<file path="src/rtl/div_unit_if.sv">
// Handshake/operand bundle between control (master) and the multicycle divider (slave).
interface div_unit_if #(
  parameter int WIDTH = 32
);
  logic             start;
  logic             is_unsigned;
  logic [WIDTH-1:0] dividend;
  logic [WIDTH-1:0] divisor;
  logic             busy;
  logic             done;
  logic             div_zero;
  logic [WIDTH-1:0] hi_out;
  logic [WIDTH-1:0] lo_out;

  modport master (
    output start, is_unsigned, dividend, divisor,
    input  busy, done, div_zero, hi_out, lo_out
  );

  modport slave (
    input  start, is_unsigned, dividend, divisor,
    output busy, done, div_zero, hi_out, lo_out
  );
endinterface

</file>
<file path="src/rtl/div_unit.sv">
// Radix-2 restoring divider: remainder to HI, quotient to LO, one quotient bit per clock.
// Optional macro DIV_UNSIGNED_EN enables divu semantics through is_unsigned.
module div_unit #(
  parameter int WIDTH = 32,
  parameter int CNT_W = 6
) (
  input logic     clock,
  input logic     reset,
  div_unit_if.slave bus
);

  typedef enum logic [1:0] {IDLE, RUN, FIX} state_t;

  state_t           state_reg;
  logic [WIDTH-1:0] rem_reg;
  logic [WIDTH-1:0] quo_reg;
  logic [WIDTH-1:0] dvs_reg;
  logic [WIDTH-1:0] hi_reg;
  logic [WIDTH-1:0] lo_reg;
  logic [CNT_W-1:0] cnt_reg;
  logic             qneg_reg;
  logic             rneg_reg;
  logic             busy_reg;
  logic             done_reg;
  logic             dz_reg;

  logic             use_sign;
  logic             sd;
  logic             ss;
  logic [WIDTH-1:0] dvd_mag;
  logic [WIDTH-1:0] dvs_mag;
  logic [WIDTH:0]   shift_val;
  logic [WIDTH:0]   diff_val;

`ifdef DIV_UNSIGNED_EN
  assign use_sign = ~bus.is_unsigned;
`else
  logic unused_is_unsigned;
  assign unused_is_unsigned = bus.is_unsigned;
  assign use_sign = 1'b1;
`endif

  assign sd      = use_sign & bus.dividend[WIDTH-1];
  assign ss      = use_sign & bus.divisor[WIDTH-1];
  // The most negative value negates to itself, which is the correct unsigned magnitude.
  assign dvd_mag = sd ? (~bus.dividend + 1'b1) : bus.dividend;
  assign dvs_mag = ss ? (~bus.divisor + 1'b1) : bus.divisor;

  assign shift_val = {rem_reg, quo_reg[WIDTH-1]};
  assign diff_val  = shift_val - {1'b0, dvs_reg};

  always_ff @(posedge clock or posedge reset) begin
    if (reset) begin
      state_reg <= IDLE;
      rem_reg   <= '0;
      quo_reg   <= '0;
      dvs_reg   <= '0;
      hi_reg    <= '0;
      lo_reg    <= '0;
      cnt_reg   <= '0;
      qneg_reg  <= 1'b0;
      rneg_reg  <= 1'b0;
      busy_reg  <= 1'b0;
      done_reg  <= 1'b0;
      dz_reg    <= 1'b0;
    end else begin
      done_reg <= 1'b0;
      dz_reg   <= 1'b0;
      case (state_reg)
        IDLE: begin
          if (bus.start) begin
            if (bus.divisor == '0) begin
              done_reg <= 1'b1;
              dz_reg   <= 1'b1;
            end else begin
              quo_reg   <= dvd_mag;
              dvs_reg   <= dvs_mag;
              rem_reg   <= '0;
              qneg_reg  <= sd ^ ss;
              rneg_reg  <= sd;
              cnt_reg   <= '0;
              busy_reg  <= 1'b1;
              state_reg <= RUN;
            end
          end
        end
        RUN: begin
          // Top bit of the widened difference is the borrow: set means restore.
          if (!diff_val[WIDTH]) begin
            rem_reg <= diff_val[WIDTH-1:0];
          end else begin
            rem_reg <= shift_val[WIDTH-1:0];
          end
          quo_reg <= {quo_reg[WIDTH-2:0], ~diff_val[WIDTH]};
          cnt_reg <= cnt_reg + 1'b1;
          if (cnt_reg == CNT_W'(WIDTH - 1)) begin
            state_reg <= FIX;
          end
        end
        FIX: begin
          lo_reg    <= qneg_reg ? (~quo_reg + 1'b1) : quo_reg;
          hi_reg    <= rneg_reg ? (~rem_reg + 1'b1) : rem_reg;
          done_reg  <= 1'b1;
          busy_reg  <= 1'b0;
          state_reg <= IDLE;
        end
        default: begin
          state_reg <= IDLE;
          busy_reg  <= 1'b0;
        end
      endcase
    end
  end

  assign bus.busy     = busy_reg;
  assign bus.done     = done_reg;
  assign bus.div_zero = dz_reg;
  assign bus.hi_out   = hi_reg;
  assign bus.lo_out   = lo_reg;

endmodule
</file>
<file path="src/flat_wrapper.sv">
// flat-port wrapper written by rule: the top's interface ports become plain ports
module div_unit_flat 
#(
  parameter int WIDTH = 32,
  parameter int CNT_W = 6
)
  (clock, reset, bus_start, bus_is_unsigned, bus_dividend, bus_divisor, bus_busy, bus_done, bus_div_zero, bus_hi_out, bus_lo_out);
  div_unit_if #(.WIDTH(WIDTH)) bus_i ();
  input logic clock;
  input logic reset;
  input wire logic [$bits(bus_i.start)-1:0] bus_start;
  input wire logic [$bits(bus_i.is_unsigned)-1:0] bus_is_unsigned;
  input wire logic [$bits(bus_i.dividend)-1:0] bus_dividend;
  input wire logic [$bits(bus_i.divisor)-1:0] bus_divisor;
  output wire logic [$bits(bus_i.busy)-1:0] bus_busy;
  output wire logic [$bits(bus_i.done)-1:0] bus_done;
  output wire logic [$bits(bus_i.div_zero)-1:0] bus_div_zero;
  output wire logic [$bits(bus_i.hi_out)-1:0] bus_hi_out;
  output wire logic [$bits(bus_i.lo_out)-1:0] bus_lo_out;
  assign bus_i.start = bus_start;
  assign bus_i.is_unsigned = bus_is_unsigned;
  assign bus_i.dividend = bus_dividend;
  assign bus_i.divisor = bus_divisor;
  assign bus_busy = bus_i.busy;
  assign bus_done = bus_i.done;
  assign bus_div_zero = bus_i.div_zero;
  assign bus_hi_out = bus_i.hi_out;
  assign bus_lo_out = bus_i.lo_out;
  div_unit #(.WIDTH(WIDTH), .CNT_W(CNT_W)) u_core (.clock(clock), .reset(reset), .bus(bus_i));
endmodule
</file>
<file path="config.mk">
export PLATFORM = sky130hd
export DESIGN_NAME = div_unit_flat
export DESIGN_NICKNAME = d
export VERILOG_FILES = /design/src/rtl/div_unit_if.sv /design/src/rtl/div_unit.sv /design/src/flat_wrapper.sv
export SDC_FILE = /design/constraint.sdc
export NUM_CORES = 1
export LEC_CHECK = 0
export ABC_CLOCK_PERIOD_IN_PS = 6100
export CAP_MARGIN = 20
export CORE_MARGIN = 5
export CORE_UTILIZATION = 45
export CTS_CLUSTER_DIAMETER = 200
export DETAILED_ROUTE_END_ITERATION = 10
export PLACE_DENSITY = 0.73
export SETUP_SLACK_MARGIN = 0.2
export SYNTH_ARGS = -nofsm -noshare
export SYNTH_HDL_FRONTEND = slang
export SYNTH_SLANG_ARGS = --single-unit
</file>
<file path="constraint.sdc">
create_clock -name clock -period 6.1 [get_ports clock]
set_clock_uncertainty 0.2 [all_clocks]
set_input_delay 1.22 -clock clock [delete_from_list [all_inputs] [get_ports clock]]
set_output_delay 1.22 -clock clock [all_outputs]
set_load 0.005 [all_outputs]
</file>
==> out/qor.yml, run 1 <==
clockRootBuffer: "clkbuf_16"
coreArea_mm2: 0.02446
clock-sinks: 173
ctsLongestPathBuffers: 2
first_pass_iters: 5
holdWs_ns: 0.2762
cts_buffers: 17
p_int_mw: 3.904
ys_seq_area_frac: 0.3859
postCtsHoldBufs: 0
num_io_pins: 135
worst_slew_pin_slew_ns: 1.045
htreeDepth: 4
gr-total-overflow: 0
cellPowerDensity_mw_per_mm2: 531.2
place.port_buffers: 133
synth.cell_area_mm2: 0.01122
synth_cell_types: 67
worstPathMaxFanout: 34
status: "finished clean"
synthCells: 1341
yosys-top-cells-area: "dfrtp_1 (39%), xor2_1 (8.3%), nand2_1 (8.0%)"
cts_setup_buffers: 0
synth-main-ff-cell: "dfrtp_1"
p_comb_frac: 0.560
synth_edf_count: 0
yosys_warnings: 0
antenna_found_initial: 1
area_growth_pct: 19.84
rsz0062_at_grt: "no"
die_h_um: 167.9
arrival_ns: 4.81
worst_slack_ns: 1.387
clk_latency_ns: 0.43
switching_share: 0.4534
yosysTopAreaCell: "dfrtp_1"
ys_seq_elements: 173
ctsResizeCount: 0
crit_required_ns: 6.19
gp_congestion: 0.9061
power_switching_mw: 3.238
synth_area_per_cell_um2: 8.366
startpoint_type: "primary input"
maxSlewHeadroom: 0.3032
wirelength_um: 28000
leakage_nw: 5.687
total_power_mw: 7.142
vias: 9784
period_needed_ns: 4.713
seq_power_share: 0.286
p_clk_frac: 0.154
ant_nets: 0
utilization: 0.5496
grt_start_max_net_pins: 174
drt_first_iter_violations: 630
synth_async_sr_flop_share: 1.000
grt_usage: 0.1958
critPathKind: "in2reg"
worstSetupEndpointType: "flip-flop"
hpwl_um: 20430
dieArea_mm2: 0.02819
initial_utilization: 0.4586
via_per_inst: 5.528
setup_tns_ns: 0
period_share: 0.7726
clock.fmax_mhz: 212.2
ir_worst_vdd_mv: 0.3462
routedWlPerCell_um: 15.82
synth_top_area_share: 0.3859
preCtsSetupSlack_ns: 0.9228
drive_gt1_frac: 0.05190
die_x_um: 167.9
report.final.hold_viol_count: 0
clkTransAtPathRegs_ns: 0.07
grt_pass1_vias: 9089
drv_slew: 0
grt_pass1_wl_um: 46190
max_cap_viol_count: 0
route.detailed.drc: 0
rows: 57
layout.nets: 1538
hp-class: "reg2reg"
cts_tree: "built"
synth.net_count: 1447
setup_viol: 0
==> path summary, 6_finish.rpt <==
kind | startpoint | end | slack (ns) | cells after the start
setup / recovery | bus_divisor[8] | u_core.quo_reg[7] | 1.39 | 9
min in group asynchronous | reset | u_core.bus.hi_out[4] | 1.11 | 3
hold reg to reg | u_core.bus.lo_out[18] | u_core.bus.lo_out[18] | 0.28 | 2
max in group asynchronous | reset | u_core.dvs_reg[5] | 3.78 | 3
setup reg to reg | u_core.quo_reg[31] | u_core.rem_reg[18] | 1.87 | 15
hold / removal | u_core.bus.lo_out[18] | u_core.bus.lo_out[18] | 0.28 | 2
==> cells in the final DEF, fill, tap and decap left out, types with 17 or more instances in the layout <==
cell | Yosys | final
a21oi_1 | 80 | 80
clkbuf_16 | 0 | 17
clkdlybuf4s50_1 | 0 | 133
dfrtp_1 | 173 | 173
ha_1 | 37 | 37
inv_1 | 51 | 50
nand2_1 | 240 | 239
nand4_1 | 17 | 17
nor2_1 | 73 | 72
o21ai_0 | 175 | 175
o31ai_1 | 33 | 33
o41ai_1 | 17 | 17
xnor2_1 | 40 | 40
xor2_1 | 106 | 106
==> cells by family after synthesis <==
family                     count (synthesis)  synth area share
xor gates and xnor gates                 146            0.1140
AOI/OAI and AO/OA                        401            0.2203
buffers and inverters                    129           0.04484
muxes                                      6          0.005465
and+or+nand+nor                          448            0.1865
DFF                                      173            0.3859
adders and majority gates                 38           0.04305
==> synth_stat cells (6+ instances only) <==
master and count:
o211ai_1 12, nand3_1 15, o31ai_1 33, o41ai_1 17, dfrtp_1 173, nor2_1 73
and3_1 7, or3_1 15, inv_1 51, or4_1 14, nand3b_1 10, nor2b_1 7
nand4_1 17, clkbuf_1 60, nor3_1 13, nor4_1 6, o21a_1 7, o21ai_0 175
xnor2_1 40, a21o_1 15, ha_1 37, nand2_1 240, a21oi_1 80, a221o_1 16
buf_2 12, xor2_1 106
==> layout make-up <==
cell class                 instances  area [um^2]
sequential                       173         4329
multi-input combinational       1039         6407
clock inverter                    15        172.7
fill                            2238        11020
clock buffer                      17        425.4
inverter                          51        195.2
timing repair buffer             150         1506
antenna                            1        2.502
tap                              324        405.4
==> worst max-delay path, stage by stage <==
cell,delay (ns)
clkdlybuf4s50_1,0.45
or4_1,0.62
nor4_2,0.46
nand4_1,0.27
or3_1,0.50
a21oi_1,0.21
or2_2,0.51
buf_4,0.40
o21ai_0,0.15
==> per-layer routing <==
layer,wire length (um),share of wire,GRT usage,vias to the layer above
met5,0,0,0,-
met4,421,0.015,0.05399,0
met3,1654,0.059,0.03142,31
met2,12450,0.44,0.2991,262
met1,13470,0.48,0.2891,4584
li1,-,-,-,4907
==> power groups by stage <==
| stage | clock [mW] | combinational, mW | sequential (mW) |
|---|---|---|---|
| after global routing | 1.17 | 4.47 | 2.10 |
| after floorplan | 0 | 3.10 | 1.87 |
| after global placement | 0 | 3.78 | 2.03 |
| after detailed placement | 0 | 3.88 | 2.05 |
| final | 1.10 | 4.00 | 2.04 |
| after CTS | 1.12 | 3.90 | 2.03 |
==> per-stage QoR <==
stage | instance area, um^2 | cells
final | 13440 | 1770
after global placement | 12790 | 1734
after CTS | 13380 | 1766
after global routing | 13440 | 1770
after detailed placement | 12790 | 1734
after floorplan | 11220 | 1341
Note: power is estimated with default switching activity, not from simulation.
==> inputs of run 2 (changes only) <==
--- a/config.mk
+++ b/config.mk
@@ -5,13 +5,13 @@
 export SDC_FILE = /design/constraint.sdc
 export NUM_CORES = 1
 export LEC_CHECK = 0
-export ABC_CLOCK_PERIOD_IN_PS = 6100
+export ABC_CLOCK_PERIOD_IN_PS = 4800
 export CAP_MARGIN = 20
 export CORE_MARGIN = 5
 export CORE_UTILIZATION = 45
 export CTS_CLUSTER_DIAMETER = 200
 export DETAILED_ROUTE_END_ITERATION = 10
-export PLACE_DENSITY = 0.73
+export PLACE_DENSITY = 0.71
 export SETUP_SLACK_MARGIN = 0.2
 export SYNTH_ARGS = -nofsm -noshare
 export SYNTH_HDL_FRONTEND = slang
==> constraint.sdc (replaced) <==
create_clock -name clock -period 4.8 [get_ports clock]
set_clock_uncertainty 0.2 [all_clocks]
set_input_delay 0.96 -clock clock [delete_from_list [all_inputs] [get_ports clock]]
set_output_delay 0.96 -clock clock [all_outputs]
set_load 0.005 [all_outputs]
==> run 2 against run 1 <==
Effect of this change:
- clock power increased by 27%
- power is 26% higher
- register-to-register slack got worse by 1.1 ns
- non-clock buffer count rose by 4
- combinational power is 25% higher
- critical path depth rose by 1
- first-iteration DRC count grew 14%
- hold slack about the same
- highest routed layer unchanged
- sequential power grew 28%
- via count grew 0.35%
==> out/qor.yml, run 2 (synthesized netlist as in run 1, its figures left out) <==
routedWlPerCell_um: 15.87
wirelength_um: 28140
first_pass_iters: 5
die_x_um: 167.9
layout.nets: 1542
rsz0062_at_grt: "no"
period_needed_ns: 4.076
cts_setup_buffers: 0
ctsLongestPathBuffers: 2
route.detailed.drc: 0
drt_first_iter_violations: 719
dieArea_mm2: 0.02819
worst_slew_pin_slew_ns: 0.9731
coreArea_mm2: 0.02446
cellPowerDensity_mw_per_mm2: 669.6
final_cell_mix: "nand2_1 (239), o21ai_0 (175), dfrtp_1 (173), clkdlybuf4s50_1 (133), xor2_1 (106)"
worstPathMaxFanout: 7
critPathKind: "reg2reg"
grt_pass1_vias: 9273
rows: 57
report.final.hold_viol_count: 0
hpwl_um: 20300
die_h_um: 167.9
initial_utilization: 0.4586
num_io_pins: 135
total_power_mw: 9.029
setup_tns_ns: 0
vias: 9818
ir_worst_vdd_mv: 0.4138
clock.fmax_mhz: 245.3
utilization: 0.5513
postCtsHoldBufs: 0
grt_usage: 0.1981
critPathTopFamily: "compound AO/OA/AOI/OAI gates"
drv_slew: 0
cts_buffers: 17
arrival_ns: 4.17
hp-class: "reg2reg"
worst_slack_ns: 0.7236
preCtsSetupSlack_ns: 0.3549
drive_gt1_frac: 0.05452
crit_required_ns: 4.90
grt_pass1_wl_um: 46860
antenna-diode-count: 0
max_cap_viol_count: 0
cts_tree: "built"
grt_start_max_net_pins: 174
clkTransAtPathRegs_ns: 0.07
antenna_found_initial: 0
clockRootBuffer: "clkbuf_16"
ctsResizeCount: 0
layout_commonest_cell: "nand2_1"
cp_slowest_stage_delay_ns: 0.77
leakage_nw: 5.709
worstPathCellList: "ha_1 > a211oi_1 > o211ai_1 > a31o_2 > a2111oi_0 > o31a_1 > o21a_1 > mux2i_1 > o311ai_0 > o221ai_1"
period_share: 0.8492
setup_viol: 0
startpoint_type: "flip-flop"
gr-total-overflow: 0
maxSlewHeadroom: 0.3513
clk_latency_ns: 0.44
clock-sinks: 173
worstSetupEndpointType: "flip-flop"
gp_congestion: 0.9184
area_growth_pct: 20.21
ant_nets: 0
htreeDepth: 4
place.port_buffers: 133
critPathSlowestCell: "a2111oi_0"
path_buf_inv: 0
via_per_inst: 5.538
status: "finished clean"
[run 2: cell count changes in the layout (fill, tap and decap cells not counted)]
cell        change
buf_12          +2
buf_4           +2
clkbuf_8        +1
clkinv_4        +2
clkinv_8        -1
clkinvlp_4      -1
diode_2         -1
inv_6           +3
inv_8           -4
[run 2: layout make-up]
class / instances / area (um^2)
fillers: 2228 / 10980
multi-input cells: 1039 / 6407
flip-flops and latches: 173 / 4329
repair buffers: 154 / 1562
clock buffers: 18 / 439.2
well taps: 324 / 405.4
inverters: 51 / 195.2
clock inverters: 14 / 147.6
[run 2: path summary, 6_finish.rpt]
| path | end | depth (start not counted) | slack [ns] | startpoint |
|---|---|---|---|---|
| hold / removal | u_core.bus.hi_out[2] | 2 | 0.28 | u_core.bus.hi_out[2] |
| setup reg to reg | u_core.rem_reg[29] | 10 | 0.72 | u_core.rem_reg[3] |
| setup / recovery | u_core.rem_reg[29] | 10 | 0.72 | u_core.rem_reg[3] |
| min in group asynchronous | u_core.bus.hi_out[6] | 3 | 0.92 | reset |
| max in group asynchronous | u_core.dvs_reg[12] | 3 | 2.75 | reset |
| hold reg to reg | u_core.bus.hi_out[2] | 2 | 0.28 | u_core.bus.hi_out[2] |
[run 2: routing by layer]
| layer | up-vias | global-route usage | share of wire |
|---|---|---|---|
| met5 | - | 0 | 0 |
| met4 | 0 | 0.07022 | 0.025 |
| met3 | 44 | 0.02978 | 0.059 |
| met2 | 292 | 0.2970 | 0.44 |
| met1 | 4560 | 0.2921 | 0.48 |
| li1 | 4922 | - | - |
[run 2: stage by stage]
step	hold WS [ns]	cells	area, um^2
5_1_grt	0.2966	1773	13490
2_1_floorplan	0.2498	1341	11220
3_5_place_dp	0.2696	1738	12840
3_3_place_gp	0.2603	1738	12840
4_1_cts	0.2852	1770	13430
6_report	0.2767	1773	13490
[run 2: tightest hold or removal path, delay by kind of cell (launching register included)]
| family | cells | cell delay (ns) |
|---|---|---|
| flops | 1 | 0.34 |
| compound gates | 1 | 0.06 |
| simple gates | 1 | 0.05 |
[run 2: report_power, final]
group,total (mW),internal [mW],switching (mW)
Combinational,5.01,2.23,2.79
Clock,1.40,0.749,0.649
Sequential,2.62,1.96,0.664
==> inputs of run 3 (changes only) <==
--- a/config.mk
+++ b/config.mk
@@ -5,13 +5,13 @@
 export SDC_FILE = /design/constraint.sdc
 export NUM_CORES = 1
 export LEC_CHECK = 0
-export ABC_CLOCK_PERIOD_IN_PS = 4800
+export ABC_CLOCK_PERIOD_IN_PS = 3400
 export CAP_MARGIN = 20
 export CORE_MARGIN = 5
 export CORE_UTILIZATION = 45
 export CTS_CLUSTER_DIAMETER = 200
 export DETAILED_ROUTE_END_ITERATION = 10
-export PLACE_DENSITY = 0.71
+export PLACE_DENSITY = 0.73
 export SETUP_SLACK_MARGIN = 0.2
 export SYNTH_ARGS = -nofsm -noshare
 export SYNTH_HDL_FRONTEND = slang
==> constraint.sdc (replaced) <==
create_clock -name clock -period 3.4 [get_ports clock]
set_clock_uncertainty 0.2 [all_clocks]
set_input_delay 0.68 -clock clock [delete_from_list [all_inputs] [get_ports clock]]
set_output_delay 0.68 -clock clock [all_outputs]
set_load 0.005 [all_outputs]
==> run 3 against run 2 <==
Effect of this change:
- maximum frequency up 22%
- first-iteration DRC count up 39%
- hold slack gained 0.0019 ns
- via count is 12% higher
- combinational power increased by 120%
- flip-flop and latch count unchanged
- power grew 82%
- clock-buffer cell count up 5
- routed wire length increased by 20%
- critical endpoint is now u_core.rem_reg[14]
- highest routed layer unchanged
==> out/qor.yml, run 3 (synthesized netlist as in run 1, its figures left out) <==
worstPathMaxFanout: 4
clock.fmax_mhz: 298.1
critPathKind: "reg2reg"
route.detailed.drc: 0
rsz0062_at_grt: "yes"
grt_usage: 0.2192
layout.nets: 1714
crit_required_ns: 3.52
clock-sinks: 173
period_needed_ns: 3.354
drive_gt1_frac: 0.2165
worstRegToRegCells: 14
grt_pass1_vias: 10395
layout_commonest_cell: "nand2_1"
max_cap_viol_count: 0
utilization: 0.6508
total_power_mw: 16.41
die_h_um: 167.9
die_x_um: 167.9
ant_nets: 0
setup_viol: 0
ir_worst_vdd_mv: 0.5752
gr-total-overflow: 0
place.port_buffers: 133
hpwl_um: 21800
period_share: 0.9865
routedWlPerCell_um: 17.42
clk_latency_ns: 0.43
drt_first_iter_violations: 998
coreArea_mm2: 0.02446
grt_start_max_net_pins: 130
dieArea_mm2: 0.02819
maxSlewHeadroom: 0.2149
clockRootBuffer: "clkbuf_16"
clkTransAtPathRegs_ns: 0.07
multi_input_area_mm2: 0.007057
vias: 11042
dp.cells: 1857
holdWs_ns: 0.2786
ctsLongestPathBuffers: 2
startpoint_type: "flip-flop"
antenna_found_initial: 0
hold_depth: 2
num_io_pins: 135
rows: 57
gp_congestion: 0.8679
initial_utilization: 0.4586
area_growth_pct: 41.90
via_per_inst: 5.677
arrival_ns: 3.47
fillCellCount: 1870
worst_slew_pin_slew_ns: 1.178
ff_latch_area_mm2: 0.004335
wirelength_um: 33880
postCtsHoldBufs: 0
finalNonFillerCells: 1945
htreeDepth: 4
report.final.hold_viol_count: 0
drv_slew: 0
worst_slack_ns: 0.04591
worstSetupEndpointType: "flip-flop"
preCtsSetupSlack_ns: -0.4721
leakage_nw: 6.944
hp-class: "reg2reg"
status: "finished clean"
cellPowerDensity_mw_per_mm2: 1031
cts_buffers: 17
first_pass_iters: 6
cts_tree: "built"
antenna-diode-count: 0
grt_pass1_wl_um: 51560
final_cell_mix: "nand2_1 (239), dfrtp_1 (168), o21ai_0 (158), buf_4 (148), clkdlybuf4s50_1 (120)"
-- run 3: changes by cell type in the layout (fill, tap and decap cells not counted), sizes merged --
cell	change
clkinv	+2
clkbuf	+14
inv	-7
clkdlybuf4s50	-13
buf	+163
dlymetal6s2s	+10
dlygate4sd2	+3
-- run 3: repair_timing --
action | CTS | global route
setup buffers | 28 | 9
resized for setup | 84 | 92
pin swaps | 38 | 45
endpoints found under the setup margin | 96 | 95
gates cloned | 7 | 10
-- run 3: routing by layer --
layer | GRT usage | wire, um
met1 | 0.2837 | 14020
met2 | 0.3767 | 16750
met3 | 0.03142 | 2110
met4 | 0.07657 | 999
met5 | 0 | 0
-- run 3: worst max-delay path: stages (launching register included) --
cell       delay (ns)
dfrtp_1          0.43
ha_2             0.21
fa_2             0.37
nor2b_4          0.16
o21ai_2          0.08
a21oi_2          0.18
o211ai_1         0.18
o21ai_2          0.26
a311oi_2         0.15
buf_4            0.17
o21bai_4         0.21
buf_6            0.17
clkbuf_16        0.16
a21oi_2          0.05
a221o_1          0.26
-- run 3: final timing paths --
path,slack (ns),endpoint,start
worst max-delay path,0.05,u_core.rem_reg[14],u_core.dvs_reg[0]
worst min-delay path,0.28,u_core.bus.hi_out[16],u_core.bus.hi_out[16]
worst max register to register,0.05,u_core.rem_reg[14],u_core.dvs_reg[0]
worst min register to register,0.28,u_core.bus.hi_out[16],u_core.bus.hi_out[16]
max in group asynchronous,1.74,u_core.rem_reg[3],reset
min in group asynchronous,0.53,u_core.bus.lo_out[26],reset
-- run 3: final cells by class --
cell class,instances,share of cell area
tap,324,0.02547
clock inverter,9,0.005345
clock buffer,23,0.03065
multi-input combinational,1039,0.4433
inverter,51,0.01226
sequential,173,0.2723
timing repair buffer,326,0.2106
-- run 3: per-stage QoR --
step	setup TNS, ns	cell area, um^2
after floorplan	0	11310
after global placement	-24.99	13870
after detailed placement	-38.10	13870
after CTS	0	15190
after global routing	-0.2808	15920
final	0	15920
-- run 3: power breakdown --
part	internal [mW]	switching [mW]	total [mW]	leakage, nW
Combinational	5.42	5.49	10.9	4.46
Sequential	2.77	0.805	3.58	2.21
Clock	1.09	0.834	1.92	0.276
Total	9.28	7.12	16.4	6.94
